[src/rtl/mv_pkg.sv]
// Shared definitions for the background redraw path: game-state encodings,
// screen geometry, bus widths and the sequencer state encoding.
package mv_pkg;

   localparam int unsigned SCREEN_W = 240;
   localparam int unsigned SCREEN_H = 240;
   localparam int unsigned COLOR_W  = 3;
   localparam int unsigned STATE_W  = 4;
   localparam int unsigned X_W      = 9;
   localparam int unsigned Y_W      = 8;

   typedef enum logic [STATE_W-1:0] {
      DRAW_INITIAL   = 4'd0,
      WAIT_START     = 4'd1,
      DRAW_BOARD     = 4'd2,
      PLAYER1_TURN   = 4'd3,
      PLAYER1_MOVE   = 4'd4,
      PLAYER2_TURN   = 4'd5,
      PLAYER2_MOVE   = 4'd6,
      CHECK_WIN      = 4'd7,
      PLAYER1_WINS   = 4'd8,
      PLAYER2_WINS   = 4'd9,
      DRAW_GAME      = 4'd10,
      FINISHED_GAME  = 4'd11
   } game_state_e;

   typedef enum logic [1:0] {
      S_IDLE  = 2'd0,
      S_SWEEP = 2'd1,
      S_DRAIN = 2'd2,
      S_DONE  = 2'd3
   } seq_state_e;

endpackage

[src/rtl/coord_delay_line.sv]
// Shift register carrying {valid, X, Y} alongside the fetcher's ROM latency so
// the plot strobe and coordinates line up with the returned colour.
module coord_delay_line
   import mv_pkg::*;
#(
   parameter int unsigned DEPTH = 1
) (
   input  logic           clock,
   input  logic           reset,
   input  logic           in_valid,
   input  logic [X_W-1:0] in_x,
   input  logic [Y_W-1:0] in_y,
   output logic           out_valid,
   output logic [X_W-1:0] out_x,
   output logic [Y_W-1:0] out_y
);

   logic [DEPTH-1:0] valid_q, valid_d;
   logic [X_W-1:0]   x_q [DEPTH];
   logic [X_W-1:0]   x_d [DEPTH];
   logic [Y_W-1:0]   y_q [DEPTH];
   logic [Y_W-1:0]   y_d [DEPTH];

   always_comb begin
      valid_d    = valid_q;
      x_d        = x_q;
      y_d        = y_q;
      valid_d[0] = in_valid;
      x_d[0]     = in_x;
      y_d[0]     = in_y;
      for (int i = 1; i < int'(DEPTH); i++) begin
         valid_d[i] = valid_q[i-1];
         x_d[i]     = x_q[i-1];
         y_d[i]     = y_q[i-1];
      end
   end

   always_ff @(posedge clock) begin
      if (reset) begin
         valid_q <= '0;
         for (int i = 0; i < int'(DEPTH); i++) begin
            x_q[i] <= '0;
            y_q[i] <= '0;
         end
      end else begin
         valid_q <= valid_d;
         x_q     <= x_d;
         y_q     <= y_d;
      end
   end

   assign out_valid = valid_q[DEPTH-1];
   assign out_x     = x_q[DEPTH-1];
   assign out_y     = y_q[DEPTH-1];

endmodule

[src/rtl/background_redraw_sequencer.sv]
// Sweeps every background pixel through the fetcher on a start request or a
// game-state change and forwards latency-aligned plot strobes to the VGA adapter.
module background_redraw_sequencer
   import mv_pkg::*;
#(
   parameter int unsigned WIDTH       = SCREEN_W,
   parameter int unsigned HEIGHT      = SCREEN_H,
   parameter int unsigned ROM_LATENCY = 1
) (
   input  logic                clock,
   input  logic                reset,
   input  logic                start,
   input  logic [STATE_W-1:0]  gameState,
   output logic [STATE_W-1:0]  fetchState,
   output logic [X_W-1:0]      fetchX,
   output logic [Y_W-1:0]      fetchY,
   input  logic [COLOR_W-1:0]  fetchColor,
   output logic                plot,
   output logic [X_W-1:0]      vgaX,
   output logic [Y_W-1:0]      vgaY,
   output logic [COLOR_W-1:0]  vgaColor,
   output logic                busy,
   output logic                done
);

   localparam logic [X_W-1:0] X_LAST     = X_W'(WIDTH - 1);
   localparam logic [Y_W-1:0] Y_LAST     = Y_W'(HEIGHT - 1);
   localparam logic [1:0]     DRAIN_LAST = 2'(ROM_LATENCY - 1);

   seq_state_e         state_q, state_d;
   logic [STATE_W-1:0] fetch_state_q, fetch_state_d;
   logic [STATE_W-1:0] prev_state_q, prev_state_d;
   logic               pending_q, pending_d;
   logic [X_W-1:0]     fetch_x_q, fetch_x_d;
   logic [Y_W-1:0]     fetch_y_q, fetch_y_d;
   logic [1:0]         drain_cnt_q, drain_cnt_d;
   logic               busy_q, busy_d;
   logic               done_q, done_d;
   logic               issue_valid;

   always_comb begin
      state_d       = state_q;
      fetch_state_d = fetch_state_q;
      prev_state_d  = prev_state_q;
      pending_d     = pending_q;
      fetch_x_d     = fetch_x_q;
      fetch_y_d     = fetch_y_q;
      drain_cnt_d   = drain_cnt_q;

      unique case (state_q)
         S_IDLE: begin
            if (start || (gameState != prev_state_q) || pending_q) begin
               fetch_state_d = gameState;
               prev_state_d  = gameState;
               pending_d     = 1'b0;
               fetch_x_d     = '0;
               fetch_y_d     = '0;
               state_d       = S_SWEEP;
            end
         end
         S_SWEEP: begin
            if (fetch_x_q == X_LAST) begin
               fetch_x_d = '0;
               if (fetch_y_q == Y_LAST) begin
                  fetch_y_d   = '0;
                  drain_cnt_d = DRAIN_LAST;
                  state_d     = S_DRAIN;
               end else begin
                  fetch_y_d = fetch_y_q + Y_W'(1);
               end
            end else begin
               fetch_x_d = fetch_x_q + X_W'(1);
            end
         end
         S_DRAIN: begin
            if (drain_cnt_q == 2'd0) begin
               state_d = S_DONE;
            end else begin
               drain_cnt_d = drain_cnt_q - 2'd1;
            end
         end
         S_DONE: state_d = S_IDLE;
         default: state_d = S_IDLE;
      endcase

      // Changes seen mid-frame collapse into a single follow-up redraw.
      if ((state_q != S_IDLE) && (gameState != prev_state_q)) begin
         pending_d    = 1'b1;
         prev_state_d = gameState;
      end

      busy_d = (state_d == S_SWEEP) || (state_d == S_DRAIN);
      done_d = (state_d == S_DONE);
   end

   always_ff @(posedge clock) begin
      if (reset) begin
         state_q       <= S_IDLE;
         fetch_state_q <= '0;
         prev_state_q  <= gameState;
         pending_q     <= 1'b0;
         fetch_x_q     <= '0;
         fetch_y_q     <= '0;
         drain_cnt_q   <= '0;
         busy_q        <= 1'b0;
         done_q        <= 1'b0;
      end else begin
         state_q       <= state_d;
         fetch_state_q <= fetch_state_d;
         prev_state_q  <= prev_state_d;
         pending_q     <= pending_d;
         fetch_x_q     <= fetch_x_d;
         fetch_y_q     <= fetch_y_d;
         drain_cnt_q   <= drain_cnt_d;
         busy_q        <= busy_d;
         done_q        <= done_d;
      end
   end

   assign issue_valid = (state_q == S_SWEEP);

   coord_delay_line #(
      .DEPTH (ROM_LATENCY)
   ) u_delay (
      .clock     (clock),
      .reset     (reset),
      .in_valid  (issue_valid),
      .in_x      (fetch_x_q),
      .in_y      (fetch_y_q),
      .out_valid (plot),
      .out_x     (vgaX),
      .out_y     (vgaY)
   );

   assign fetchState = fetch_state_q;
   assign fetchX     = fetch_x_q;
   assign fetchY     = fetch_y_q;
   assign vgaColor   = fetchColor;
   assign busy       = busy_q;
   assign done       = done_q;

endmodule

[config.mk]
export PLATFORM = sky130hd
export DESIGN_NAME = background_redraw_sequencer
export DESIGN_NICKNAME = d
export VERILOG_FILES = /design/src/rtl/mv_pkg.sv /design/src/rtl/coord_delay_line.sv /design/src/rtl/background_redraw_sequencer.sv
export SDC_FILE = /design/constraint.sdc
export NUM_CORES = 1
export LEC_CHECK = 0
export ABC_AREA = 1
export CAP_MARGIN = 20
export CORE_MARGIN = 8
export CORE_UTILIZATION = 50
export CTS_BUF_LIST = sky130_fd_sc_hd__clkbuf_4
export DETAILED_ROUTE_END_ITERATION = 16
export GPL_ROUTABILITY_DRIVEN = 0
export MAX_ROUTING_LAYER = met4
export PLACE_DENSITY = 0.8
export SLEW_MARGIN = 10
export SYNTH_ARGS = -nofsm -noshare
export SYNTH_HDL_FRONTEND = slang
export SYNTH_SLANG_ARGS = --single-unit
[constraint.sdc]
create_clock -name clock -period 2.2 [get_ports clock]
set_input_delay 0.55 -clock clock [delete_from_list [all_inputs] [get_ports clock]]
set_output_delay 0.55 -clock clock [all_outputs]
set_load 0.01 [all_outputs]
==> impl_metrics.py <==
metrics = {
    "sta": {
        "slew_headroom_pct": 78.7,
        "hold_viol_final": 0,
        "finClkSkew_ps": 10.5,
        "timing.fmax_ghz": 0.496,
        "worst_slew_pin_slew_ps": 319,
        "rsz0062_at_grt": "no",
        "fin_tns_setup_ps": 0,
        "drv_slew": 0,
        "min_period_ps": 2020,
        "finalCritPeriodShare_pct": 91.6,
        "setup_viol": 0,
    },
    "layout": {
        "final_common_cell": "nand2_1",
        "n_fill_cell": 398,
        "area_growth_syn_to_layout_pct": 27.3,
        "drive_above_1_share_pct": 11.6,
        "final_nets": 349,
        "mostFrequentLayoutCells": "62 x nand2_1, 47 x clkdlybuf4s50_1, 46 x dfxtp_1",
        "insertedDiodeCount": 0,
    },
    "floorplan": {
        "dieArea_sq_um": 6870,
        "initial_core_util_pct": 51.7,
        "die_h_microns": 82.9,
        "core_area_sq_um": 4320,
        "io_pins": 54,
        "rows": 24,
        "die_width_microns": 82.9,
    },
    "synthesis": {
        "synth_top_area_share_pct": 41.2,
        "synth_area_leaders": "dfxtp_1 41%, nand2_1 10%, inv_1 6.2%",
        "synth_area_sq_um": 2240,
        "ys_seq_area_share_pct": 46.5,
        "synth_nets": 296,
        "ys_types": 36,
        "syn_avg_cell_area_sq_um": 7.93,
        "synth_area_leader_cell": "dfxtp_1",
        "syn_inst": 282,
        "ys_seq_elements": 50,
        "yosys_warnings": 0,
    },
    "worst_setup_path": {
        "worstPathCellList": "clkdlybuf4s50_1",
        "crit_family": "buffers and inverters",
        "required_ps": 1650,
        "cp_slowest_cell": "clkdlybuf4s50_1",
        "cp-end-kind": "primary output",
        "cpPeakStageDelay_ps": 600,
        "cp_max_fo": 7,
        "critPathKind": "reg2out",
        "worstRegToRegCells": 9,
        "start_kind": "register",
        "cp_num_cells": 1,
        "crit_arrival_ps": 1470,
        "timing.critical_path.buf_inv": 1,
    },
    "global_route": {
        "antenna_found_initial": 0,
        "grt_max_degree": 22,
        "grt_overflow": 0,
        "grt_pass1_vias": 1810,
        "grt_usage_pct": 14.8,
        "grt_first_pass_wirelength_microns": 8400,
    },
    "detailed_routing": {
        "routed_wl_microns": 4880,
        "drc": 0,
        "num_vias": 1919,
        "vias_per_cell": 4.96,
        "firstDrtPassIters": 4,
        "drtIter0Drc": 128,
        "wl_per_cell_microns": 12.6,
        "ant_nets": 0,
    },
    "min_path": {
        "hold_class": "reg2reg",
        "min_path_cells": 2,
    },
    "placement": {
        "hpwl_microns": 3850,
        "port_buffers": 47,
    },
    "clock_tree": {
        "clock_path_buffers": 2,
        "clock_sinks": 50,
        "cts-root-buf": "clkbuf_4",
        "clkTransAtPathRegs_ps": 130,
        "h-tree-depth": 2,
        "worstSkewPairLatency_ps": 360,
        "tritoncts": "built",
        "cts_setup_buffers": 0,
        "cts_resized": 0,
        "cts_buffers": 5,
        "cts_hold_buf": 0,
    },
    "pwr": {
        "p_per_area_nw_per_um2": 597,
        "p_leak_nw": 1.17,
        "irDropWorstVdd_v": 0.000328,
        "totalPowerFinal_w": 0.00170,
    },
    "run_status": {
        "status": "finished clean",
    },
    "job": {
        "drv_cap": 0,
    },
}
where the power goes:
group,internal (W),switching (W)
Clock,0.000230,0.000270
Combinational,0.000101,0.000133
Sequential,0.000947,0.0000202
worst min-delay path: cells and delay by family (launching register included):
| family | cells | cell delay (ps) |
|---|---|---|
| compound gates | 1 | 50 |
| simple gates | 1 | 60 |
| flops | 1 | 330 |
stage by stage:
stage / hold WS, ps / util [%] / instance area (sq um) / setup WS, ps / cells
after floorplan: 439 / - / 2240 / 497 / 282
after global placement: 449 / 64.2 / 2780 / 75.7 / 380
after detailed placement: 451 / 64.2 / 2780 / 45.7 / 380
after CTS: 470 / 65.9 / 2850 / 171 / 387
after global routing: 495 / 65.9 / 2850 / 123 / 387
final: 466 / 65.9 / 2850 / 184 / 387
routing by layer:
layer  share of wire (%)  track usage, %  up-vias
met5                   0               -        -
met4                 1.9            5.91        0
met3                 6.1            4.39        7
met2                  48            23.0       56
met1                  44            17.5      865
li1                    -               -      991
Yosys cell counts:
library cell and number:
ha_1 4, nand4_1 10, clkinv_4 1, nor2_8 2, buf_2 2, a21oi_2 1
a21oi_1 14, o21ai_2 1, nand2_2 3, dfxtp_1 46, nand3_1 17, inv_4 1
nor2_4 2, xor2_1 3, nor2_2 4, buf_1 1, nor3b_1 1, nand2_8 1
o21ai_0 5, nand2_1 62, nor3_2 1, nand2_4 1, buf_4 3, o21ai_1 6
inv_2 3, or2_2 1, o21ai_4 1, xnor2_1 1, inv_1 37, edfxtp_1 4
nor3_1 1, a21oi_4 1, nand3_2 1, nand3_4 2, nor2_1 37, clkbuf_1 1
flip-flops by register name, summed over array words and instances, names as in the netlist:
name	cells
busy	1
done	1
drain_cnt_q	2
fetchState	4
fetchX	9
fetchY	8
pending_q	1
prev_state_q	4
state_q	2
u_delay.out_valid	1
u_delay.out_x	9
u_delay.out_y	8
final timing paths:
check / startpoint / endpoint / slack (ps)
max: fetchY[4] / fetchY[4] / 180
min: drain_cnt_q[1] / drain_cnt_q[1] / 470
max reg2reg: fetchX[1] / busy / 420
min reg2reg: drain_cnt_q[1] / drain_cnt_q[1] / 470
final cells by class:
type / count / area [sq um] / share of cell area (%)
flip-flops and latches: 50 / 1040 / 36.5
repair buffers: 53 / 515 / 18.1
multi-input cells: 183 / 991 / 34.8
clock inverters: 2 / 33.8 / 1.19
well taps: 52 / 65.1 / 2.28
inverters: 42 / 165 / 5.80
clock buffers: 5 / 37.5 / 1.32
kinds of logic after synthesis:
group           count (synthesis)  share of synthesized area, %
flops                          50                          46.5
buf+inv                        49                          9.17
fa+ha+maj                       4                          2.24
compound gates                 29                          7.83
xor+xnor                        4                          1.57
simple gates                  146                          32.7
Power figures use the tool's default switching activity.
==> variant 1: new RTL, same settings <==
The 4 states of `seq_state_e` get a one-hot encoding in 4 bits.
--- a/src/rtl/mv_pkg.sv
+++ b/src/rtl/mv_pkg.sv
@@ -24,11 +24,11 @@
       FINISHED_GAME  = 4'd11
    } game_state_e;
 
-   typedef enum logic [1:0] {
-      S_IDLE  = 2'd0,
-      S_SWEEP = 2'd1,
-      S_DRAIN = 2'd2,
-      S_DONE  = 2'd3
+   typedef enum logic [3:0] {
+      S_IDLE  = 4'b0001,
+      S_SWEEP = 4'b0010,
+      S_DRAIN = 4'b0100,
+      S_DONE  = 4'b1000
    } seq_state_e;
 
 endpackage
Check against the original RTL: same outputs for any inputs over 10 cycles, from zero or initial values and one cycle with reset high; not proved beyond that.
==> variant 1 against the unedited design <==
  * The run now fails in detailed routing (5_2_route)
  * Area after synthesis shrank 1.2%
==> variant 1: results (changes against the unedited design) <==
Placed design
  – Final HPWL from detailed placement: 3660 um (was 3850 um)
  – Placed Cells: 370 (was 380)
  – I/O Buffers: 47 (unchanged)

Global routing
  – Vias in the first global route: 1854 (was 1810)
  – GRT Total Usage: 15.6% (was 14.8%)
  – Largest net degree at the start of global routing: 24 (was 22)
  – First-pass GRT wire length: 8150 um (was 8400 um)
  – Initial antenna violation count: 0 (unchanged)

Logic synthesis
  – Ys Warns: 0 (unchanged)
  – Synth Instances: 278 (was 282)
  – Ys flop type: dfxtp_1 (unchanged)
  – Syn_nets: 291 (was 296)
  – Post-synth EDFFs: 4 (unchanged)
  – Top cells by count, synth: 48 x dfxtp_1, 48 x nand2_1, 48 x nor2_1, 33 x inv_1, 15 x o21ai_1 (was 62 x nand2_1, 46 x dfxtp_1, 37 x inv_1, 37 x nor2_1, 17 x nand3_1)
  – Register area share after synthesis: 48.9% (was 46.5%)
  – Top cells by area, synth: dfxtp_1 43%, nand2_1 8.1%, nor2_1 8.1% (was dfxtp_1 41%, nand2_1 10%, inv_1 6.2%)
  – #FFs+latches synth: 52 (was 50)
  – Distinct cells, synth: 35 (was 36)

Clocking
  – Root Buffer: clkbuf_4 (unchanged)
  – Cts repair resizes: 0 (unchanged)
  – CTS buffer count: 5 (unchanged)
  – Clock H-tree levels: 2 (unchanged)

Status
  – First error: [ERROR DRT-0255] Maze Route cannot find path of net fetchColor[0] in worker of routeBox ( 48300 0 ) ( 82495 48300 ).
  – Outcome: aborted with a tool error (was completed)
  – Stopped at: detailed routing (5_2_route)
variant 1: changes by cell type after synthesis, sizes merged, moves of 3 or more:
cell	before	now
nand3	20	17
a21oi	16	7
nand2	67	54
inv	41	37
o21ai	13	18
nor2	45	54
variant 1: metal layers:
layer and track usage, %:
met3 3.25, met2 24.4, met4 7.76, met5 -, met1 18.7
variant 1: kinds of logic after synthesis:
| family | synth area share (%) |
|---|---|
| XOR/XNOR | 1.19 |
| buffers and inverters | 9.96 |
| flip-flops | 48.9 |
| AND/OR/NAND/NOR | 30.5 |
| AO/OA/AOI/OAI | 7.75 |
| adder cells (fa/ha/maj) | 1.70 |
variant 1: per-stage QoR:
stage / worst slack (ns) / instance area [um2] / hold slack (ns)
after floorplan: 0.786 / 2210 / 0.464
after global placement: 0.129 / 2700 / 0.481
after global routing: 0.157 / 2750 / 0.521
after detailed placement: 0.0631 / 2700 / 0.483
after CTS: 0.218 / 2750 / 0.504
==> variant 2: new RTL, config.mk and constraints unchanged <==
Made on the original files. `X_W`: 9 -> 7.
--- a/src/rtl/mv_pkg.sv
+++ b/src/rtl/mv_pkg.sv
@@ -6,7 +6,7 @@
    localparam int unsigned SCREEN_H = 240;
    localparam int unsigned COLOR_W  = 3;
    localparam int unsigned STATE_W  = 4;
-   localparam int unsigned X_W      = 9;
+   localparam int unsigned X_W      = 7;
    localparam int unsigned Y_W      = 8;
 
    typedef enum logic [STATE_W-1:0] {
Interface: changed (resized fetchX and vgaX); port bits go from 54 to 50. The function was not compared with the original's and may differ.
==> variant 2 against the unedited design <==
  * Die area decreased by 5.4%
  * Design area decreased by 7.5%
  * Area after synthesis decreased by 6.7%
  * Setup slack improved by 0.058 ns
  * Core utilization about the same
  * Combinational power increased by 9.4%
  * Power decreased by 1.6%
  * Largest power group unchanged
  * Wire length decreased by 7.8%
  * Sequential cell count decreased by 4
  * Synthesized cell count decreased by 7.1%
  * Final cell count decreased by 6.5%
  * Count of clock-buffer cells in the layout unchanged
  * First-iteration DRC count increased by 45%
==> variant 2: results (changes against the unedited design) <==
Status
  – Outcome: completed (unchanged)

Clocking
  – Root Buffer: clkbuf_4 (unchanged)
  – Cts repair resizes: 0 (unchanged)
  – Clk slew on worst S/H paths: 0.13 ns (about the same)

Power
  – Net Sw Frac: 26.3% (was 24.9%)
  – Power share of the clock group: 30.5% (was 29.4%)
  – P_seq: 907 uW (was 968 uW)
  – Total power: 1.67 mW (was 1.70 mW)
  – VDD IR-drop max: 0.438 mV (was 0.328 mV)
  – Leakage: 1.14 nW (was 1.17 nW)

Critical path
  – Reg2Reg Depth: 11 (was 9)
  – Reg2Reg Setup Slack: 0.34 ns (was 0.42 ns)
  – Reg2reg start: fetchY[0] (was fetchX[1])
  – Crit path max-delay family: buffers and inverters (unchanged)
  – CP arrival: 1.41 ns (was 1.47 ns)
  – Worst-path maximum fanout: 5 (was 7)

Global routing
  – Vias in the first global route: 1668 (was 1810)
  – Global routing usage on met1: 18.1% (was 17.5%)
  – GRT Total Usage: 15.2% (was 14.8%)
  – Met2 usage in global routing: 23.7% (was 23.0%)
  – First-pass GRT wire length: 7650 um (was 8400 um)
  – Met3 GRT Util: 4.69% (was 4.39%)
  – Largest net degree at the start of global routing: 23 (was 22)

Hold path
  – Min-delay src: drain_cnt_q[0] (was drain_cnt_q[1])
  – Hold Crit Depth: 1 (was 2)
  – Worst hold endpoint: drain_cnt_q[0] (was drain_cnt_q[1])

Logic synthesis
  – Top cells by area, synth: dfxtp_1 40%, nor2_1 8.3%, nand2_1 7.2% (was dfxtp_1 41%, nand2_1 10%, inv_1 6.2%)
  – Register area share after synthesis: 46.0% (was 46.5%)
  – Synth Area in Compound Gates: 7.55% (was 7.83%)
  – Syn Area/Cell: 7.97 um2 (was 7.93 um2)
  – Post-synthesis adder-cell area fraction: 2.40% (was 2.24%)
  – XOR/XNOR Fraction of Synth Area: 2.10% (was 1.57%)
  – Syn_nets: 276 (was 296)
  – Async S/R FF share, synth: 0% (unchanged)
  – Distinct cells, synth: 31 (was 36)
  – Post-synth EDFFs: 4 (unchanged)
  – Top cells by count, synth: 46 x nor2_1, 42 x dfxtp_1, 40 x nand2_1, 34 x inv_1, 14 x nand3_1 (was 62 x nand2_1, 46 x dfxtp_1, 37 x inv_1, 37 x nor2_1, 17 x nand3_1)

Timing
  – Setup tns final: 0 ns (unchanged)
  – Max-slew headroom: 82.0% (was 78.7%)
  – Clock Skew: 0.00852 ns (was 0.0105 ns)

Placed design
  – Placed Cells: 354 (was 380)
  – I/O Buffers: 43 (was 47)
  – Final HPWL from detailed placement: 3390 um (was 3850 um)

Finish
  – Fill cell count: 362 (was 398)
  – Nets: 325 (was 349)
  – Finished Layout Cells: 362 (was 387)
  – Share of cells above drive strength 1: 14.4% (was 11.6%)

Routing
  – DRT Wirelength: 4500 um (was 4880 um)
  – Via count: 1751 (was 1919)
  – Iter 0 DRT Violations: 186 (was 128)
variant 2: changes by cell type after synthesis, moves of 5 or more:
cell     change
nand4_1      -5
o21ai_0      +7
nand3_2      +6
nand2_1     -22
nor2_1       +9
variant 2: layer usage:
metal | routed length, um | up-vias
met5 | 0 | -
met4 | 44 | 0
met3 | 308 | 4
met2 | 2090 | 48
met1 | 2060 | 777
li1 | - | 922
variant 2: cell families after synthesis:
logic type	after synthesis
AOI/OAI and AO/OA	29
xor gates and xnor gates	5
adders and majority gates	4
buffers and inverters	49
DFF	46
and+or+nand+nor	129
variant 2: worst max path at each step:
stage                 start         to  cells after the start  slack [ns]
2_1_floorplan     fetchY[1]       busy                     11        0.49
3_3_place_gp   gameState[3]       busy                     11        0.08
3_5_place_dp   gameState[3]       busy                     11      -0.001
4_1_cts           fetchX[2]  fetchX[2]                      1        0.22
5_1_grt           fetchY[0]       busy                     11        0.16
6_report          fetchX[2]  fetchX[2]                      1        0.24
variant 2: metrics by stage:
step | util, % | area, um2 | setup WS (ns) | hold slack (ns)
6_report | 65.9 | 2640 | 0.242 | 0.449
5_1_grt | 65.9 | 2640 | 0.160 | 0.459
3_3_place_gp | 64.0 | 2560 | 0.0824 | 0.421
4_1_cts | 65.9 | 2640 | 0.220 | 0.441
2_1_floorplan | - | 2090 | 0.487 | 0.407
3_5_place_dp | 64.0 | 2560 | -0.00129 | 0.422
variant 2: cell type report:
cell class	count	share of cell area, %
Clock buffer	5	1.42
Tap cell	50	2.37
Clock inverter	3	1.52
Multi-Input combinational cell	167	33.8
Inverter	39	5.55
Timing Repair Buffer	52	18.9
Sequential cell	46	36.4
